### src/rtl/decoder_scan_ctrl_pkg.sv
// Shared definitions for the decoder scan sequencer: state encoding,
// the decoder select bit-reversal and the number of decoded lines.
package scan_pkg;

  localparam int LINES = 4;

  typedef enum logic [1:0] {
    IDLE   = 2'd0,
    ACTIVE = 2'd1,
    BLANK  = 2'd2
  } scan_state_e;

  // The downstream decoder expects its select bits in reversed order
  // relative to the natural line index.
  function automatic logic [1:0] bitrev2(input logic [1:0] v);
    return {v[0], v[1]};
  endfunction

endpackage

### src/rtl/decoder_scan_ctrl_next_line_pick.sv
// Rotating-priority line picker: finds the first mask bit strictly above
// cur_idx (modulo 4). Falls back to cur_idx itself when it is the only set
// bit. wrap flags that the pick did not move to a higher index.
module next_line_pick
  import scan_pkg::*;
(
  input  logic [1:0] cur_idx,
  input  logic [3:0] mask,
  output logic [1:0] nxt_idx,
  output logic       wrap
);

  logic       found;
  logic [1:0] cand;

  // Search cur+1, cur+2, cur+3, cur+4(=cur) and keep the first hit.
  always_comb begin
    nxt_idx = cur_idx;
    found   = 1'b0;
    cand    = cur_idx;
    for (int i = 1; i <= LINES; i++) begin
      cand = cur_idx + 2'(i);
      if (!found && mask[cand]) begin
        nxt_idx = cand;
        found   = 1'b1;
      end
    end
    wrap = found && (nxt_idx <= cur_idx);
  end

endmodule

### src/rtl/decoder_scan_ctrl.sv
// Scan sequencer feeding a 2-to-4 line decoder. Lines in line_mask are
// enabled one at a time in round-robin order, each held for DWELL_CYCLES
// with an en-low gap of BLANK_CYCLES between lines.
//
//   state  | meaning
//   IDLE   | not scanning, en low, waiting for run with a non-empty mask
//   ACTIVE | selected line driven, en high, dwell counter running
//   BLANK  | en low, din/line_idx held, blank counter running
module decoder_scan_ctrl
  import scan_pkg::*;
#(
  parameter int DWELL_CYCLES = 1000,
  parameter int BLANK_CYCLES = 16,
  parameter int CNT_W        = 16
) (
  input  logic       clk,
  input  logic       rst_n,
  input  logic       run,
  input  logic [3:0] line_mask,
  output logic [1:0] din,
  output logic       en,
  output logic [1:0] line_idx,
  output logic       frame_done
);

  localparam logic             NO_BLANK   = (BLANK_CYCLES == 0);
  localparam logic [CNT_W-1:0] DWELL_LOAD = CNT_W'(DWELL_CYCLES - 1);
  localparam logic [CNT_W-1:0] BLANK_LOAD = NO_BLANK ? '0 : CNT_W'(BLANK_CYCLES - 1);

  scan_state_e      state_q;
  logic [CNT_W-1:0] cnt_q;
  logic [1:0]       idx_q;
  logic [1:0]       din_q;
  logic             en_q;
  logic             fd_q;

  logic [1:0]       pick_cur_d;
  logic [1:0]       pick_idx_d;
  logic             pick_wrap_d;
  logic             leave_dwell_d;
  logic             gap_end_d;

  // From IDLE the search starts just above line 3, so the picker returns
  // the lowest set bit of the mask; otherwise it rotates from the current line.
  assign pick_cur_d = (state_q == IDLE) ? 2'd3 : idx_q;

  next_line_pick u_pick (
    .cur_idx (pick_cur_d),
    .mask    (line_mask),
    .nxt_idx (pick_idx_d),
    .wrap    (pick_wrap_d)
  );

  // Dwell ends on terminal count or early when run drops.
  assign leave_dwell_d = (state_q == ACTIVE) && (!run || (cnt_q == '0));

  // End of the blank gap; with no gap configured it coincides with the dwell end.
  assign gap_end_d = ((state_q == BLANK) && (cnt_q == '0)) ||
                     (leave_dwell_d && NO_BLANK);

  // Sequencer state, counter and all registered decoder-facing outputs.
  always_ff @(posedge clk or negedge rst_n) begin
    if (!rst_n) begin
      state_q <= IDLE;
      cnt_q   <= '0;
      idx_q   <= 2'd0;
      din_q   <= 2'b00;
      en_q    <= 1'b0;
      fd_q    <= 1'b0;
    end else begin
      fd_q <= 1'b0;
      if (gap_end_d) begin
        if (!run || (line_mask == 4'b0000)) begin
          state_q <= IDLE;
          en_q    <= 1'b0;
          cnt_q   <= '0;
        end else begin
          state_q <= ACTIVE;
          idx_q   <= pick_idx_d;
          din_q   <= bitrev2(pick_idx_d);
          en_q    <= 1'b1;
          cnt_q   <= DWELL_LOAD;
          fd_q    <= pick_wrap_d;
        end
      end else begin
        case (state_q)
          IDLE: begin
            if (run && (line_mask != 4'b0000)) begin
              state_q <= ACTIVE;
              idx_q   <= pick_idx_d;
              din_q   <= bitrev2(pick_idx_d);
              en_q    <= 1'b1;
              cnt_q   <= DWELL_LOAD;
            end
          end
          ACTIVE: begin
            if (leave_dwell_d) begin
              state_q <= BLANK;
              en_q    <= 1'b0;
              cnt_q   <= BLANK_LOAD;
            end else begin
              cnt_q <= cnt_q - 1'b1;
            end
          end
          BLANK: begin
            cnt_q <= cnt_q - 1'b1;
          end
          default: begin
            state_q <= IDLE;
            en_q    <= 1'b0;
            cnt_q   <= '0;
          end
        endcase
      end
    end
  end

  assign din        = din_q;
  assign en         = en_q;
  assign line_idx   = idx_q;
  assign frame_done = fd_q;

endmodule

### config.mk
export PLATFORM = sky130hd
export DESIGN_NAME = decoder_scan_ctrl
export DESIGN_NICKNAME = d
export VERILOG_FILES = /design/src/rtl/decoder_scan_ctrl_pkg.sv /design/src/rtl/decoder_scan_ctrl_next_line_pick.sv /design/src/rtl/decoder_scan_ctrl.sv
export SDC_FILE = /design/constraint.sdc
export NUM_CORES = 1
export LEC_CHECK = 0
export CAP_MARGIN = 20
export CORE_ASPECT_RATIO = 1.25
export CORE_MARGIN = 5
export CORE_UTILIZATION = 55
export CTS_CLUSTER_SIZE = 24
export DETAILED_ROUTE_END_ITERATION = 8
export PLACE_DENSITY = 0.77
export SLEW_MARGIN = 30
export SYNTH_ARGS = -nofsm -noshare
export SYNTH_HDL_FRONTEND = slang
export SYNTH_SLANG_ARGS = --single-unit
export TNS_END_PERCENT = 10
### constraint.sdc
create_clock -name clk -period 2.85 [get_ports clk]
set_input_delay 0.7125 -clock clk [delete_from_list [all_inputs] [get_ports clk]]
set_output_delay 0.7125 -clock clk [all_outputs]
set_load 0.05 [all_outputs]
# Yosys cells after proc, flatten, opt, wreduce, memory -nomap -nowiden
# Index checks and enable logic that the tools add are counted.
[word_totals] n_memories=0 inputBits=7 wordCells=84 latch_bits=0 mem_bits_rw=0 out_inout_bits=6 mem_bits_ro=0 reg_bits=24
[op_classes] n_reduce_logical=21 n_shift=0 n_eq_ne=6 div_mod_pow=0 n_bitwise=0 add_sub_neg=4 n_mux=42 multipliers=0 n_lt_le_gt_ge=5
[ops] op="$mux 16" n=3
[ops] op="$pmux 16 s3" n=1
[ops] op="$mux 2" n=16
[ops] op="$logic_not 16->1" n=1
[ops] op="$sub 16x1->16 const B" n=1
[ops] op="$mux 1" n=15
[ops] op="$lt 2x3->1 const B" n=4
[ops] op="$mux 10" n=1
[ops] op="$bmux 1 s2" n=4
[ops] op="$logic_and 1x1->1" n=7
[ops] op="$pmux 2 s3" n=1
[ops] op="$reduce_and 3->1" n=2
[ops] op="$add 2x2->2 const B" n=2
[ops] op="$logic_not 1->1" n=4
[ops] op="$logic_not 4->1" n=1
[ops] op="$ne 2x2->1 const B" n=2
[ops] op="$reduce_bool 2->1" n=2
[ops] op="$reduce_bool 4->1" n=1
[ops] op="$ne 3x2->1 const B" n=1
[ops] op="$ne 3x3->1 const B" n=1
[ops] op="$pmux 1 s3" n=1
[ops] op="$add 2x1->2 const B" n=1
[ops] op="$eq 2x1->1 const B" n=1
[ops] op="$eq 2x2->1 const B" n=1
[ops] op="other kinds (3)" n=4

# Depth between registers and ports, before layout
# Gate-level depths: netlist of the first run.
[depth] depth_word=19 depth_mapped=9 depth_no_buf=8

# Modules after synthesis
# Synthesis of the first run repeated with hierarchy kept, for this count alone.
[unflattened] cells_unflattened=170 area_unflattened_um2=1458.9
[by_module_without_submodules] module="decoder_scan_ctrl" cells_per_inst=148 seq_area_each_um2=525.5 area_each_um2=1328.8 instances=1
[by_module_without_submodules] module="next_line_pick" cells_per_inst=22 seq_area_each_um2=0.0 area_each_um2=130.1 instances=1

# Least setup slack after synthesis of the first run
# No wires, ideal clock.
[synth_timing] kind="input to register" start="in line_mask[1]" end="reg fd_q, in the netlist frame_done" setup_time_ps=119 setup_slack_ps=167 n_path_buf=1 arrival_time_ps=2564 required_time_ps=2731 stages=9 path_cell_list="clkbuf_1 -> or3b_2 -> a211oi_1 -> o32ai_1 -> and3_1 -> nor3_1 -> ha_1 -> and3_1 -> o21a_1"
[synth_via] elab_chain_len=16 elab_cells_between_ends=28 cone_classes="order compare: 1; mux: 18; reduce/logical: 9"
[synth_lines] item="from (decl)" line_no="decoder_scan_ctrl.sv:19" source="input logic [3:0] line_mask,"
[synth_lines] item="$bmux 1 s2" line_no="decoder_scan_ctrl_next_line_pick.sv:23" source="if (!found && mask[cand]) begin"
[synth_lines] item="$mux 1 (implied by the code)" line_no="decoder_scan_ctrl_next_line_pick.sv:23"
[synth_lines] item="$mux 1" line_no="decoder_scan_ctrl_next_line_pick.sv:23"
[synth_lines] item="$logic_not 1->1" line_no="decoder_scan_ctrl_next_line_pick.sv:23"
[synth_lines] item="$logic_and 1x1->1" line_no="decoder_scan_ctrl_next_line_pick.sv:23"
[synth_lines] item="$mux 1" line_no="decoder_scan_ctrl_next_line_pick.sv:23"
[synth_lines] item="$logic_not 1->1" line_no="decoder_scan_ctrl_next_line_pick.sv:23"
[synth_lines] item="$logic_and 1x1->1" line_no="decoder_scan_ctrl_next_line_pick.sv:23"
[synth_lines] item="$mux 1" line_no="decoder_scan_ctrl_next_line_pick.sv:23"
[synth_lines] item="$logic_not 1->1" line_no="decoder_scan_ctrl_next_line_pick.sv:23"
[synth_lines] item="$logic_and 1x1->1" line_no="decoder_scan_ctrl_next_line_pick.sv:23"
[synth_lines] item="$mux 2 (*)" line_no="decoder_scan_ctrl_next_line_pick.sv:23"
[synth_lines] item="via pick_idx_d[1]" line_no="decoder_scan_ctrl.sv:38" source="logic [1:0] pick_idx_d;"
[synth_lines] item="$le 2x2->1 (*)" line_no="decoder_scan_ctrl_next_line_pick.sv:28" source="wrap = found && (nxt_idx <= cur_idx);"
[synth_lines] item="$logic_and 1x1->1 (*)" line_no="decoder_scan_ctrl_next_line_pick.sv:28"
[synth_lines] item="$mux 1 (*)" line_no="decoder_scan_ctrl.sv:73" source="if (!run || (line_mask == 4'b0000)) begin"
[synth_lines] item="$mux 1 (*)" line_no="decoder_scan_ctrl.sv:72" source="if (gap_end_d) begin"
[synth_lines] item="to (signal assigned)" line_no="decoder_scan_ctrl.sv:83" source="fd_q <= pick_wrap_d;"
[synth_lines] item="to (decl)" line_no="decoder_scan_ctrl.sv:35" source="logic fd_q;"
# Mark *: on every way through the listed nets, which the timed path passes. The rest lies on a longest branch. The select of a mux whose other input is x is not followed.
# A chain may end at the register's enable or synchronous reset.

# Final worst setup path of the first run
[layout_timing] start="in line_mask[3]" end="reg fd_q, in the netlist frame_done"
# Same word-level chain as after synthesis.

==> results of run 1 <==
metal layers:
layer  GRT usage  up-vias
met1       0.262      825
met4       0.113        0
met3      0.0212       20
li1            -      840
met5           0        -
met2       0.395       58
path summary, 6_finish.rpt:
kind	from	endpoint	slack [ps]	depth (start not counted)
min in group asynchronous	rst_n	cnt_q[4]$_DFFE_PN0P_	740	2
max in group asynchronous	rst_n	en$_DFFE_PN0P_	1900	2
setup / recovery	line_mask[3]	frame_done$_DFF_PN0_	90	9
setup reg to reg	en$_DFFE_PN0P_	frame_done$_DFF_PN0_	370	8
hold / removal	cnt_q[15]$_DFFE_PN0P_	cnt_q[15]$_DFFE_PN0P_	540	1
hold reg to reg	cnt_q[15]$_DFFE_PN0P_	cnt_q[15]$_DFFE_PN0P_	540	1
power by group:
group | leakage [uW] | internal, uW | total (uW) | switching, uW
clock network | 0.0000150 | 54.5 | 145 | 90.8
logic | 0.000502 | 427 | 1030 | 603
registers | 0.000264 | 382 | 555 | 172
sequential cells by signal, summed over array words and instances, names as in the netlist:
signal,flops
line_idx,1
frame_done,1
state_q,1
cnt_q,16
en,1
din,1
Yosys cell counts (all sizes together), types with 3 or more instances:
library cell | number | area (um2)
o211ai | 4 | 30.0
nor2b | 3 | 18.8
inv | 6 | 22.5
buf | 8 | 63.8
and3 | 3 | 20.0
a21o | 4 | 30.0
nor3b | 3 | 22.5
o21ai | 24 | 120
nor3 | 14 | 75.1
nand2b | 4 | 25.0
or4 | 4 | 35.0
nor2 | 15 | 56.3
a21oi | 15 | 78.8
dfrtp | 21 | 526
clkbuf | 9 | 35.0
nand3 | 6 | 30.0
nand2 | 13 | 48.8
or3 | 3 | 20.0
nor4 | 7 | 80.1
a211oi | 4 | 30.0
kinds of logic (layout without fill, tap and decap cells):
logic type / count (synthesis) / in the layout
and+or+nand+nor: 88 / 88
AOI/OAI and AO/OA: 75 / 75
buffers and inverters: 23 / 37
DFF: 21 / 21
adders and majority gates: 2 / 2
xor gates and xnor gates: 2 / 2
muxes: 2 / 2
through the flow:
step | cells | util
after CTS | 263 | 0.646
after global placement | 259 | 0.637
after floorplan | 213 | -
after global routing | 263 | 0.646
after detailed placement | 259 | 0.637
final | 263 | 0.646
layout make-up:
class	instances	share of cell area
inverters	6	0.0116
flip-flops and latches	21	0.271
multi-input cells	169	0.560
repair buffers	27	0.120
clock buffers	4	0.0136
well taps	36	0.0232
==> results.ini, run 1 <==
[synthesis]
syn_area_um2=1730
ys_seq_elements=21
ys.flop_type=dfrtp_1
synth_top_family_by_area=simple AND/OR/NAND/NOR gates
synth-compound-area-share=0.284
avgSynthCellArea_um2=8.14
synth-warning-count=0
muxShareOfSynthArea=0.0130
syn_nets=222
synthDistinctLibCells=60
synthXorXnorAreaFrac=0.0101
seq_area_frac_synth=0.303
syn_inst=213
synth_simple_gate_area_frac=0.305
synth_fa_ha_area_frac=0.0144
synth_edf_count=0
synthArstFlopShare=1.00

[global_route]
grt_usage=0.224
grt_max_degree=22
grt_pass1_wl_mm=7.67
grt_pass1_vias=1756
antenna_found_initial=0
overflow=0

[finish]
num-fill-cells=263
area_growth_pct=11.8
multiInputGateArea_um2=1090
layout-drive-gt1-share=0.159
layout_common_cells=o21ai_0, dfrtp_1, nor2_1, buf_4, a21oi_1
final_area_um2=1940
fin_nets=237
ff_latch_area_um2=526
layout_commonest_cell=o21ai_0
diodes=0

[critical_path]
cp_max_fo=2
path_delay_family=simple AND/OR/NAND/NOR gates
crit_path_start_kind=primary input
crit_path_end_kind=flop
critical_path_buf_inv_count=1
worstSetupPathType=primary input to flop
crit_chain=clkdlybuf4s50_1, or3b_2, a211oi_1, o32ai_1, and3_1, nor3_1, ha_1, and3_1, o21a_1
crit_slowest_cell=clkdlybuf4s50_1
crit_top_cell=and3_1
required_ps=3060
arrival_ps=2960
critical_path.max_stage_delay_ps=470

[cts]
clock_sinks=21
holdBufCountCts=0
post_cts_resized=0
cts_root_buf=clkbuf_4
clkTransAtPathRegs_ps=120
cts_buffer_depth=2
clk_latency_ps=300
cts_tree=yes
cts_buffers=3
cts_max_level=1
postCtsSetupRepairBufs=0

[timing]
fin_crit_sh=0.968
slew_violations=0
hold_violations=0
setup_viol=0
clock_skew_ps=3.86
rsz0062_at_grt=no
max-slew-margin-rel=0.531
setup_tns_ps=0
tightest_slew_ps=696
whs_ps=538
setup_ws_ps=91.1
fmax_ghz=0.362
period_needed_ps=2760

[outcome]
outcome=complete, no violations

[power_and_ir_drop]
p_per_area_nw_per_um2=893
max-vdd-ir-drop_uv=696
finalPower_uw=1730
p_leak_uw=0.000782

[placement]
dp_hpwl_mm=3.36
place_ws_ps=-243
gp_congestion=0.931
placed_cell_area_um2=1910
port_buffers=12

[route]
dr_wl_met2_mm=2.24
dr_total_vias=1743
firstDrtPassIters=4
top_layer=met4
met3RoutedLength_um=219
vias_per_cell=6.63
post_drt_wl_per_cell_um=16.9
drtIter0Drc=157
drt_wl_total_mm=4.43
wl_met1_mm=1.80
ant_nets=0
drc=0

[die]
start_util=0.578
core_um2=3000
io_pins=13
die_y_um=72.8
rows=22
die-area_um2=4380
die_x_um=60.2

[job]
max_cap_viol_count=0

[min_path]
hp-class=flop to flop

Power figures use the tool's default switching activity.
==> run 2, diff against run 1 <==
--- a/config.mk
+++ b/config.mk
@@ -7,11 +7,12 @@
 export LEC_CHECK = 0
 export CAP_MARGIN = 20
 export CORE_ASPECT_RATIO = 1.25
-export CORE_MARGIN = 5
+export CORE_MARGIN = 1
 export CORE_UTILIZATION = 55
 export CTS_CLUSTER_SIZE = 24
 export DETAILED_ROUTE_END_ITERATION = 8
 export PLACE_DENSITY = 0.77
+export SKIP_CTS_REPAIR_TIMING = 1
 export SLEW_MARGIN = 30
 export SYNTH_ARGS = -nofsm -noshare
 export SYNTH_HDL_FRONTEND = slang
==> constraint.sdc (replaced) <==
create_clock -name clk -period 2.85 [get_ports clk]
set_input_delay 0.7125 -clock clk [delete_from_list [all_inputs] [get_ports clk]]
set_output_delay 0.7125 -clock clk [all_outputs]
set_load 0.02 [all_outputs]
==> results.ini, run 2 (same netlist as run 1, synthesis figures left out) <==
[outcome]
outcome=complete, no violations

[global_route]
grt_usage=0.318  ; +0.0938
overflow=0  ; unchanged
grt_pass1_vias=1697  ; -3.4%
grt_max_degree=22  ; unchanged
grt_pass1_wl_mm=8.04  ; +4.9%
antenna_found_initial=0  ; unchanged

[critical_path]
worstReg2RegEnd=frame_done$_DFF_PN0_
crit_path_start_kind=primary input
reg2regPathDepth=8  ; unchanged
cp_max_fo=2  ; unchanged
required_ps=3080  ; +20 ps
reg2reg_from=din[0]$_DFFE_PN0P_
crit_path_end_kind=flop
arrival_ps=2920  ; -40 ps
reg2reg_slack_ps=330  ; -40 ps
worstSetupPathType=primary input to flop

[die]
die_x_um=52.2  ; -13%
die_y_um=64.8  ; -11%
die-area_um2=3380  ; -23%
rows=22  ; unchanged
core_um2=2970  ; -0.92%
start_util=0.583  ; +0.00535
io_pins=13  ; unchanged

[route]
dr_total_vias=1786  ; +2.5%
firstDrtPassIters=5  ; +1
drt_wl_total_mm=4.83  ; +9.0%
post_drt_wl_per_cell_um=18.3  ; +8.6%
ant_nets=0  ; unchanged
drc=0  ; unchanged
vias_per_cell=6.77  ; +2.1%
drtIter0Drc=115  ; -27%

[job]
max_cap_viol_count=0  ; unchanged

[timing]
slew_violations=0  ; unchanged
max-slew-margin-rel=0.538  ; +0.00617
clock_skew_ps=1.74  ; -2.13 ps
period_needed_ps=2700  ; -63.0 ps
rsz0062_at_grt=no
tightest_slew_ps=687  ; -9.17 ps
setup_viol=0  ; unchanged
setup_tns_ps=0  ; unchanged
fin_crit_sh=0.946  ; -0.0221
whs_ps=543  ; +4.82 ps
fmax_ghz=0.371  ; +2.3%
hold_violations=0  ; unchanged

[power_and_ir_drop]
p_leak_uw=0.000791  ; +1.2%
finalPower_uw=1720  ; -0.68%
p_per_area_nw_per_um2=880  ; -1.4%
max-vdd-ir-drop_uv=649  ; -6.7%

[cts]
cts_buffer_depth=2  ; unchanged
clk_latency_ps=320  ; +20 ps
cts_tree=yes
cts_max_level=1  ; unchanged
cts_root_buf=clkbuf_4
clock_sinks=21  ; unchanged
cts_buffers=3  ; unchanged
clkTransAtPathRegs_ps=120  ; about the same

[placement]
post-place-cells=260  ; +0.39%
gp_congestion=0.862  ; -7.4%
placed_cell_area_um2=1920  ; +0.39%
port_buffers=12  ; unchanged
dp_hpwl_mm=3.57  ; +6.2%

[min_path]
hold_end=cnt_q[15]$_DFFE_PN0P_
min_from=cnt_q[15]$_DFFE_PN0P_
hold_depth=1  ; unchanged
hp-class=flop to flop

[finish]
regMostFlops=cnt_q
largest_register_ffs=16  ; unchanged
final_area_um2=1950  ; +0.71%
fin_nets=238  ; +0.42%
area_growth_pct=12.6
num-fill-cells=242  ; -8.0%
diodes=0  ; unchanged
layout-drive-gt1-share=0.171  ; +0.0125
layoutNonFillerInstCount=264  ; +0.38%
layout_commonest_cell=o21ai_0
layout_common_cells=o21ai_0, dfrtp_1, buf_4

run 2: worst max path at each step:
stage	cells past startpoint	from	endpoint
2_1_floorplan	9	line_mask[1]	frame_done$_DFF_PN0_
3_3_place_gp	9	line_mask[3]	frame_done$_DFF_PN0_
3_5_place_dp	9	line_mask[3]	frame_done$_DFF_PN0_
4_1_cts	9	line_mask[3]	frame_done$_DFF_PN0_
5_1_grt	9	line_mask[3]	frame_done$_DFF_PN0_
6_report	9	line_mask[3]	frame_done$_DFF_PN0_
run 2: final cells by class:
| cell class | count | area [um2] | area share |
|---|---|---|---|
| inverter | 6 | 22.5 | 0.0115 |
| tap | 36 | 45.0 | 0.0231 |
| clock buffer | 3 | 22.5 | 0.0115 |
| clock inverter | 1 | 5.00 | 0.00256 |
| multi-input combinational | 169 | 1090 | 0.559 |
| sequential | 21 | 526 | 0.269 |
| timing repair buffer | 28 | 240 | 0.123 |
run 2: report_power, final:
part	total, uW	internal [uW]	switching (uW)
sequential	549	383	167
clock	155	52.7	102
combinational	1010	439	575
run 2: per-layer routing:
metal / track usage / share of wire / up-vias
met5: 0 / 0 / -
met4: 0.0987 / 0.018 / 0
met3: 0.0305 / 0.056 / 11
met2: 0.583 / 0.54 / 89
met1: 0.378 / 0.39 / 841
li1: - / - / 845
run 2: stage by stage:
step | utilization | setup slack [ps]
floorplan | - | 168
global placement | 0.646 | -140
detailed placement | 0.646 | -233
CTS | 0.655 | 103
global route | 0.657 | 60.4
finish | 0.657 | 154
run 2: worst max-delay path, stage by stage:
cell             delay, ps
clkdlybuf4s50_1        480
or3b_2                 440
a211oi_1               250
o32ai_1                130
and3_1                 220
nor3_2                 110
ha_1                   260
and3_1                 150
o21a_1                 170
